$ cat src/rtl/reg_writeback.sv
// rtl/reg_writeback.sv - writeback stage: ALU/load results to the register file
// Define RWB_FORWARD_EN to drive the fwd_* bypass from the write port.
module reg_writeback (
  input  logic        clkin,
  input  logic        nrst_in,
  input  logic        in_valid,
  output logic        in_ready,
  input  logic        in_is_load,
  input  logic [4:0]  in_rd_idx,
  input  logic [31:0] in_alu_data,
  input  logic [2:0]  in_funct3,
  input  logic [1:0]  in_addr_lo,
  input  logic        mem_rvalid,
  input  logic [31:0] mem_rdata,
  input  logic        flush,
  output logic        wr_en,
  output logic [4:0]  wr_idx_out,
  output logic [31:0] wr_data_out,
  output logic        fwd_valid,
  output logic [4:0]  fwd_idx,
  output logic [31:0] fwd_data
);

  typedef enum logic [1:0] {IDLE, WRITE, WAIT_MEM, DRAIN} state_t;

  state_t      state;
  logic [4:0]  ld_rd_idx;
  logic [2:0]  ld_funct3;
  logic [1:0]  ld_addr_lo;
  logic        accept;
  logic [7:0]  load_byte;
  logic [15:0] load_half;
  logic [31:0] load_data;

  assign in_ready = (state == IDLE) || (state == WRITE);
  assign accept   = in_valid & in_ready & ~flush;

  assign load_byte = mem_rdata[{ld_addr_lo, 3'b000} +: 8];
  assign load_half = mem_rdata[{ld_addr_lo[1], 4'b0000} +: 16];

  // Unlisted funct3 encodings fall through to a full-word load.
  always_comb begin
    load_data = mem_rdata;
    case (ld_funct3)
      3'd0:    load_data = {{24{load_byte[7]}}, load_byte};
      3'd1:    load_data = {{16{load_half[15]}}, load_half};
      3'd4:    load_data = {24'd0, load_byte};
      3'd5:    load_data = {16'd0, load_half};
      default: load_data = mem_rdata;
    endcase
  end

  always_ff @(posedge clkin or negedge nrst_in) begin
    if (!nrst_in) begin
      state       <= IDLE;
      wr_en       <= 1'b0;
      wr_idx_out  <= 5'd0;
      wr_data_out <= 32'd0;
      ld_rd_idx   <= 5'd0;
      ld_funct3   <= 3'd0;
      ld_addr_lo  <= 2'd0;
    end else begin
      wr_en <= 1'b0;
      case (state)
        IDLE, WRITE: begin
          state <= IDLE;
          if (accept) begin
            if (in_is_load) begin
              ld_rd_idx  <= in_rd_idx;
              ld_funct3  <= in_funct3;
              ld_addr_lo <= in_addr_lo;
              state      <= WAIT_MEM;
            end else begin
              state <= WRITE;
              // x0 is never written; the port keeps its previous contents.
              if (in_rd_idx != 5'd0) begin
                wr_en       <= 1'b1;
                wr_idx_out  <= in_rd_idx;
                wr_data_out <= in_alu_data;
              end
            end
          end
        end
        WAIT_MEM: begin
          if (flush) begin
            state <= mem_rvalid ? IDLE : DRAIN;
          end else if (mem_rvalid) begin
            state <= WRITE;
            if (ld_rd_idx != 5'd0) begin
              wr_en       <= 1'b1;
              wr_idx_out  <= ld_rd_idx;
              wr_data_out <= load_data;
            end
          end
        end
        DRAIN: begin
          if (mem_rvalid) state <= IDLE;
        end
        default: state <= IDLE;
      endcase
    end
  end

`ifdef RWB_FORWARD_EN
  assign fwd_valid = wr_en;
  assign fwd_idx   = wr_idx_out;
  assign fwd_data  = wr_data_out;
`else
  assign fwd_valid = 1'b0;
  assign fwd_idx   = 5'd0;
  assign fwd_data  = 32'd0;
`endif

endmodule

$ cat config.mk
export PLATFORM = sky130hd
export DESIGN_NAME = reg_writeback
export DESIGN_NICKNAME = d
export VERILOG_FILES = /design/src/rtl/reg_writeback.sv
export SDC_FILE = /design/constraint.sdc
export NUM_CORES = 1
export LEC_CHECK = 0
export CAP_MARGIN = 20
export CELL_PAD_IN_SITES_DETAIL_PLACEMENT = 1
export CELL_PAD_IN_SITES_GLOBAL_PLACEMENT = 2
export CORE_MARGIN = 5
export CORE_UTILIZATION = 23
export CTS_CLUSTER_SIZE = 25
export DETAILED_ROUTE_END_ITERATION = 16
export HOLD_SLACK_MARGIN = 0.15
export PLACE_DENSITY = 0.82
export SLEW_MARGIN = 20
export SYNTH_ARGS = -nofsm -noshare
export SYNTH_HDL_FRONTEND = slang
export SYNTH_SLANG_ARGS = --single-unit
export TNS_END_PERCENT = 5
$ cat constraint.sdc
create_clock -name clkin -period 2.2 [get_ports clkin]
set_input_delay 0.33 -clock clkin [delete_from_list [all_inputs] [get_ports clkin]]
set_output_delay 0.33 -clock clkin [all_outputs]
set_load 0.02 [all_outputs]
== Word-level counts from Yosys, hierarchy flattened ==
Index checks and enable logic that the tools add are counted.
Operators by class
  $mul: 0
  muxes and demuxes: 29
  equality and inequality tests: 14
  $add $sub $neg: 0
  shift-type cells: 2
  divide/modulo/power cells: 0
  $lt $le $gt $ge: 0
  reductions and logical operators: 10
  bitwise logic cells: 3
Operator list (number)
  $mux W32: 6
  $pmux W32 S4: 1
  $pmux W32 S2: 1
  $shiftx A32 B6 Y16: 1
  $shiftx A32 B6 Y8: 1
  $mux W5: 6
  $ne A2 B2 Y1 const B: 7
  $mux W2: 6
  $pmux W5 S2: 1
  $reduce_bool A5 Y1: 2
  $reduce_and A7 Y1: 1
  $eq A3 B3 Y1 const B: 2
  $mux W1: 6
  $pmux W2 S3: 1
  $eq A2 B2 Y1 const B: 2
  $eq A3 B1 Y1 const B: 1
  $logic_not A3 Y1: 1
  $ne A3 B3 Y1 const B: 1
  $reduce_and A3 Y1: 1
  $and A1 B1 Y1: 2
  $eq A2 B1 Y1 const B: 1
  $logic_not A2 Y1: 1
  $pmux W1 S2: 1
  $reduce_and A2 Y1: 1
  4 further kinds: 4
Storage, ports and cells
  logic and storage cells: 65
  register bits: 50
  input port bits: 80
  memory bits (read-only): 0
  memories: 0
  bits in latches: 0
  RAM bits: 0
  output and inout port bits: 77

== Longest topological paths before layout ==
  depth in word-level cells: 6
  depth in mapped cells: 8

== Worst setup path after synthesis ==
OpenSTA, ideal clock, no wires.
  path kind: register to register
  start point: register ld_rd_idx[1]
  end point: register wr_data_out[10]
  arrival time: 1.900 ns
  required time: 2.075 ns
  buffers on the path: 2
  clock period less this slack: 2.025 ns
  slack: 0.175 ns
  cell stages (with the launch flop): 8
  path through: dfrtp_1 -> or4_4 -> o2111ai_4 -> and2_1 -> buf_4 -> inv_4 -> buf_6 -> mux2_4
On the way
  word-level cells in the longest chain between the ends: 3
RTL lines
  start, declared: RTL line 27  | logic [4:0] ld_rd_idx;
  start signal, assigned: RTL line 69  | ld_rd_idx <= in_rd_idx;
  $reduce_bool A5 Y1: RTL line 89  | if (ld_rd_idx != 5'd0) begin
  $ne A2 B2 Y1 (no source line)
  $reduce_and A7 Y1 (no source line)
  end signal, assigned: RTL line 79  | wr_data_out <= in_alu_data;
  end signal, assigned: RTL line 92  | wr_data_out <= load_data;
  end, declared: RTL line 18  | output logic [31:0] wr_data_out,
Every way passes these cells.
A chain may end at the register's enable or synchronous reset.

== Worst setup path after layout ==
  start point: input port mem_rdata[23]
  end point: register wr_data_out[13]
On the way
  word-level cells in the longest chain between the ends: 6
RTL lines
  start, declared: RTL line 14  | input logic [31:0] mem_rdata,
  $shiftx A32 B6 Y8: RTL line 38  | assign load_byte = mem_rdata[{ld_addr_lo, 3'b000} +: 8];
  $pmux W32 S4: RTL line 44  | case (ld_funct3)
  $mux W32: RTL line 89
  $mux W32: RTL line 87  | end else if (mem_rvalid) begin
  $mux W32: RTL line 85  | if (flush) begin
  $pmux W32 S2: RTL line 64  | case (state)
Every way passes these cells. The select of a mux whose other input is x is not followed.

==> results.sh <==
export IMPL_status="finished, final reports clean"
export IMPL_postCtsSetupRepairBufs=0
export IMPL_required_ps=2430
export IMPL_initial_core_util_pct=23.57
export IMPL_ys_warn_count=0
export IMPL_drt_initial_drc_count=194
export IMPL_gp_congestion=0.8486
export IMPL_min_path_type="flop to flop"
export IMPL_crit_path_end_kind="flop"
export IMPL_synth_cell_types=50
export IMPL_fin_cells=641
export IMPL_layout_drive_gt1_share_pct=12.58
export IMPL_cts_inserted_buffers=5
export IMPL_grt_overflow_total=0
export IMPL_track_usage_pct=14.68
export IMPL_area_growth_pct=45.58
export IMPL_share_comb_of_total_power_pct=45.4
export IMPL_wl_per_cell_um=19.54
export IMPL_avgSynthCellArea_sq_um=9.584
export IMPL_clock_power_share_pct=21.6
export IMPL_grt_pass1_wl_mm=19.13
export IMPL_hold_viol=0
export IMPL_clkLatencyLatePin_ps=290
export IMPL_critPathKind="input port to flop"
export IMPL_drt_total_wl_mm=12.52
export IMPL_layout_common_cells="clkdlybuf4s50_1, dfrtp_1, conb_1"
export IMPL_placed_cells=632
export IMPL_rsz0062_at_grt="false"
export IMPL_io_pins=157
export IMPL_swShare_pct=37.09
export IMPL_slew_viol_final=0
export IMPL_hold_buffers=1
export IMPL_port_buffers=118
export IMPL_path_buf_inv=2
export IMPL_core_rowCount=43
export IMPL_internal_power_uw=2632
export IMPL_cts_sinks=50
export IMPL_yosysSeqAreaShare_pct=37.95
export IMPL_drv_cap=0
export IMPL_cts_buffer_depth=2
export IMPL_worstPathArrival_ps=2280
export IMPL_cts_resized=0
export IMPL_worstMarginPinSlew_ps=734.9
export IMPL_synth_async_reset_ratio_pct=100.0
export IMPL_utilization_pct=34.31
export IMPL_synth_area_leaders="dfrtp_1, buf_4, a221oi_1"
export IMPL_grt_max_degree=45
export IMPL_max_freq_mhz=488.8
export IMPL_dp_hpwl_mm=9.969
export IMPL_ctsHtreeMaxLevel=2
export IMPL_fin_crit_ps=2046
export IMPL_dr_pass1_iters=4
export IMPL_placeableCoreArea_sq_um=13990
export IMPL_cp_slowest_cell="clkdlybuf4s50_1"
export IMPL_mostFrequentLayoutCell="clkdlybuf4s50_1"
export IMPL_clk_pin_slew_worst_paths_ps=70
export IMPL_die_area_sq_um=16830
export IMPL_powerDensity_nw_per_um2=871.7
export IMPL_start_kind="input port"
export IMPL_cp_top_family="buffers and inverters"
export IMPL_setup_viol=0
export IMPL_ys_seq_elements=50
export IMPL_antenna_found_initial=2
export IMPL_synth_top_area_cell="dfrtp_1"
export IMPL_grt_pass1_vias=3391
export IMPL_synthesis_area_sq_um=3297
export IMPL_p_switching_uw=1552
export IMPL_fin_crit_sh_pct=92.99
export IMPL_crit_chain="clkdlybuf4s50_1, mux4_2, buf_4, or4b_1, o221ai_1, mux2_4"
export IMPL_drc=0
export IMPL_relSlewSlack_pct=51.00
export IMPL_nets=540
export IMPL_viasPerCell=4.805
export IMPL_seqPwrFrac_pct=33.0
export IMPL_antenna_cells=0
export IMPL_vias=3080
export IMPL_cts_tree="yes"
export IMPL_clockRootBuffer="clkbuf_16"
export IMPL_synth_flop_cell="dfrtp_1"
export IMPL_ant_nets=0
export IMPL_p_leak_uw=0.001985
export IMPL_skew_ps=3.488
export IMPL_ir_worst_vdd_uv=382.1
export IMPL_die_w_um=129.7
export IMPL_cp_max_fo=5
export IMPL_synth_edff_count=0
export IMPL_synthCells=344
export IMPL_max_stage_delay_ps=550
export IMPL_die_h_um=129.7
export IMPL_synth_top_area_share_pct=37.95
## routing by layer
metal / global-route usage [%] / vias to the layer above / wire (um)
met5: 0 / - / 27
met4: 2.506 / 4 / 122
met3: 4.503 / 12 / 940
met2: 25.60 / 92 / 6274
met1: 18.16 / 1519 / 5157
li1: - / 1453 / -
## cells in the mapped netlist, types with 8 or more instances
cell	count
dfrtp_1	50
nand3_1	21
nor2b_1	8
nor2_1	25
clkbuf_1	27
o31ai_1	18
a221oi_1	16
a21oi_1	13
buf_4	39
nand2_1	11
mux2_2	11
## power groups by stage
| stage | sequential (uW) | combinational [uW] | clock (uW) |
|---|---|---|---|
| after floorplan | 1610 | 801 | 0 |
| after global placement | 1390 | 1870 | 0 |
| after detailed placement | 1400 | 1910 | 0 |
| after CTS | 1390 | 1920 | 924 |
| after global routing | 1420 | 2040 | 955 |
| final | 1380 | 1900 | 902 |
## flip-flops by register name (all words and copies together), names as in the netlist
register,cells
ld_rd_idx,5
ld_funct3,3
wr_idx_out,5
wr_en,1
state,2
wr_data_out,32
ld_addr_lo,2
## path summary, 6_finish.rpt
| check | startpoint | end | slack [ps] | cells past startpoint |
|---|---|---|---|---|
| worst min register to register | wr_data_out[9] | wr_data_out[9] | 500 | 1 |
| worst max-delay path | mem_rdata[23] | wr_data_out[13] | 150 | 6 |
| worst max register to register | ld_rd_idx[1] | wr_data_out[2] | 200 | 5 |
| min in group asynchronous | nrst_in | wr_data_out[21] | 590 | 2 |
| worst min-delay path | wr_data_out[9] | wr_data_out[9] | 500 | 1 |
| max in group asynchronous | nrst_in | wr_data_out[10] | 1030 | 3 |
## layout make-up
cell class | count | area [sq um]
repair buffers | 142 | 1384
clock buffers | 5 | 125.1
multi-input cells | 256 | 1749
inverters | 5 | 21.27
well taps | 180 | 225.2
fillers | 1621 | 9189
clock inverters | 3 | 43.79
flip-flops and latches | 50 | 1251
## cells by family after synthesis
family	synth area share, %
muxes	11.46
DFF	37.95
and+or+nand+nor	13.97
AOI/OAI and AO/OA	23.11
other	0.1137
buffers and inverters	13.40
## through the flow
step / setup slack (ps) / instance area, sq um / hold WS (ps) / setup TNS (ps) / total power (uW)
floorplan: 175.2 / 3436 / 34.41 / 0 / 2409
global placement: -278.8 / 4617 / 370.9 / -5274 / 3254
detailed placement: -135.2 / 4621 / 382.4 / -2625 / 3307
CTS: 156.4 / 4800 / 493.9 / 0 / 4229
global route: 68.84 / 4800 / 518.3 / 0 / 4406
finish: 154.2 / 4800 / 497.6 / 0 / 4184
No activity file was read; power rests on OpenSTA's default activity.
==> edit (config.mk and constraints unchanged) <==
Encoding of `state_t`: now one-hot (4 bits for 4 states).
--- a/src/rtl/reg_writeback.sv
+++ b/src/rtl/reg_writeback.sv
@@ -21,7 +21,7 @@
   output logic [31:0] fwd_data
 );
 
-  typedef enum logic [1:0] {IDLE, WRITE, WAIT_MEM, DRAIN} state_t;
+  typedef enum logic [3:0] {IDLE = 4'b0001, WRITE = 4'b0010, WAIT_MEM = 4'b0100, DRAIN = 4'b1000} state_t;
 
   state_t      state;
   logic [4:0]  ld_rd_idx;
Formal check against the unedited RTL: no difference found for any inputs over 4 cycles, from zero or initial values and one cycle with nrst_in low; so few cycles prove little.
==> edit against the original RTL <==
- synthesized area rose by 3.0%
- sequential cell count rose by 2
- register-to-register slack got worse by 130 ps
- worst setup slack got worse by 84 ps
- sequential share of layout area barely moved
- hold slack improved by 5.5 ps
- cell area rose by 4.0%
- largest cell class unchanged
- power fell by 1.4%
- clock skew rose by 7.1 ps
- wire length fell by 0.60%
- maximum frequency fell by 3.9%
- utilization rose by 0.17 points
- critical path type is now flip-flop to flip-flop
==> edit: results (changes against the original RTL) <==
status: "finished clean"
worstMarginPinSlew_ps: 610.9  # -124.0 ps
maxUsedRoutingLayer: "met4"
nets: 554  # +2.6%
portBuffers: 118  # unchanged
via_count: 3102  # +0.71%
use_met1_pct: 18.56  # +0.40 points
arrival_ps: 2300  # +20 ps
drive_above_1_share_pct: 21.26  # +8.7 points
gp_congestion: 0.8332  # -1.8%
peakVddDrop_mv: 0.3273  # -14%
avgRoutedWirePerCell_um: 18.89  # -3.3%
finClkSkew_ps: 10.59  # +7.100 ps
wl_met3_um: 782  # -17%
grt_pass1_wl_um: 19520  # +2.1%
synthCells: 347  # +0.87%
cts_hold_buf: 1  # unchanged
post_cts_resized: 1  # +1
final_cells: 659  # +2.8%
antenna_found_initial: 0  # -2
drtIter0Drc: 160  # -18%
grt_max_degree: 34  # -24%
wl_met2_um: 5893  # -6.1%
synth_seq_area_share_pct: 38.37  # +0.42 points
grt.met2_usage_pct: 23.11  # -2.5 points
dpl.cell_count: 650  # +2.8%
routedLengthMet1_um: 5670  # +9.9%
grt_usage_pct: 13.93  # -0.75 points
synth_common_cells: "mux2_2 (52), dfrtp_1 (51), nand2_1 (47), buf_4 (39), nand3_1 (23)"
place_hpwl_um: 9906  # -0.63%
p_leak_uw: 0.002051  # +3.3%
cts_root_buffer: "clkbuf_16"
grtUsageMet3_pct: 3.937  # -0.57 points
crit_family: "flip-flops"
slowest_delay_ps: 620  # +70 ps
slowest_stage: "dfstp_2"
synth_cell_types: 43  # -14%
grt_pass1_vias: 3368  # -0.68%
reg.largest.list: "wr_data_out: 32 flops, ld_rd_idx: 5 flops, wr_idx_out: 5 flops"
nFillCells: 1668  # +2.9%
synthTopCellsByArea: "dfrtp_1 (38%), mux2_2 (17%), buf_4 (8.6%)"
cp_max_fo: 20  # +15
place_area_um2: 4813  # +4.2%
place_worst_setup_slack_ps: -92.40  # +42.79 ps
## edit: cells by family after synthesis
| family | Yosys count | synth area share [%] |
|---|---|---|
| other | 1 | 0.1105 |
| DFF | 52 | 38.37 |
| buffers and inverters | 67 | 12.42 |
| and+or+nand+nor | 119 | 18.28 |
| xor gates and xnor gates | 2 | 0.5161 |
| AOI/OAI and AO/OA | 49 | 11.09 |
| muxes | 57 | 19.20 |
## edit: path summary, 6_finish.rpt
| check | start | end | slack, ps | cells after the start |
|---|---|---|---|---|
| max | state[0] | wr_data_out[16] | 70 | 5 |
| min | wr_data_out[13] | wr_data_out[13] | 500 | 1 |
| max reg2reg | state[0] | wr_data_out[16] | 70 | 5 |
| min reg2reg | wr_data_out[13] | wr_data_out[13] | 500 | 1 |
| max in group asynchronous | nrst_in | state[0] | 1010 | 3 |
| min in group asynchronous | nrst_in | wr_en | 540 | 2 |
## edit: where the power goes
group	switching, µW	total [µW]	internal (µW)
Combinational	932	1880	946
Clock	366	821	455
Sequential	188	1430	1240
## edit: through the flow
| stage | util (%) | TNS, ps |
|---|---|---|
| final | 34.48 | 0 |
| after global routing | 34.48 | 0 |
| after CTS | 34.34 | 0 |
| after detailed placement | 33.24 | -2752 |
| after global placement | 33.24 | -1741 |
| after floorplan | - | 0 |
## edit: area by class of cell
| class | instances | area (µm²) | share of cell area, % |
|---|---|---|---|
| Timing Repair Buffer | 149 | 1460 | 29.25 |
| Inverter | 1 | 3.754 | 0.07519 |
| Sequential cell | 52 | 1303 | 26.09 |
| Clock buffer | 7 | 142.6 | 2.857 |
| Clock inverter | 1 | 7.507 | 0.1504 |
| Tap cell | 184 | 230.2 | 4.612 |
| Multi-Input combinational cell | 265 | 1846 | 36.97 |
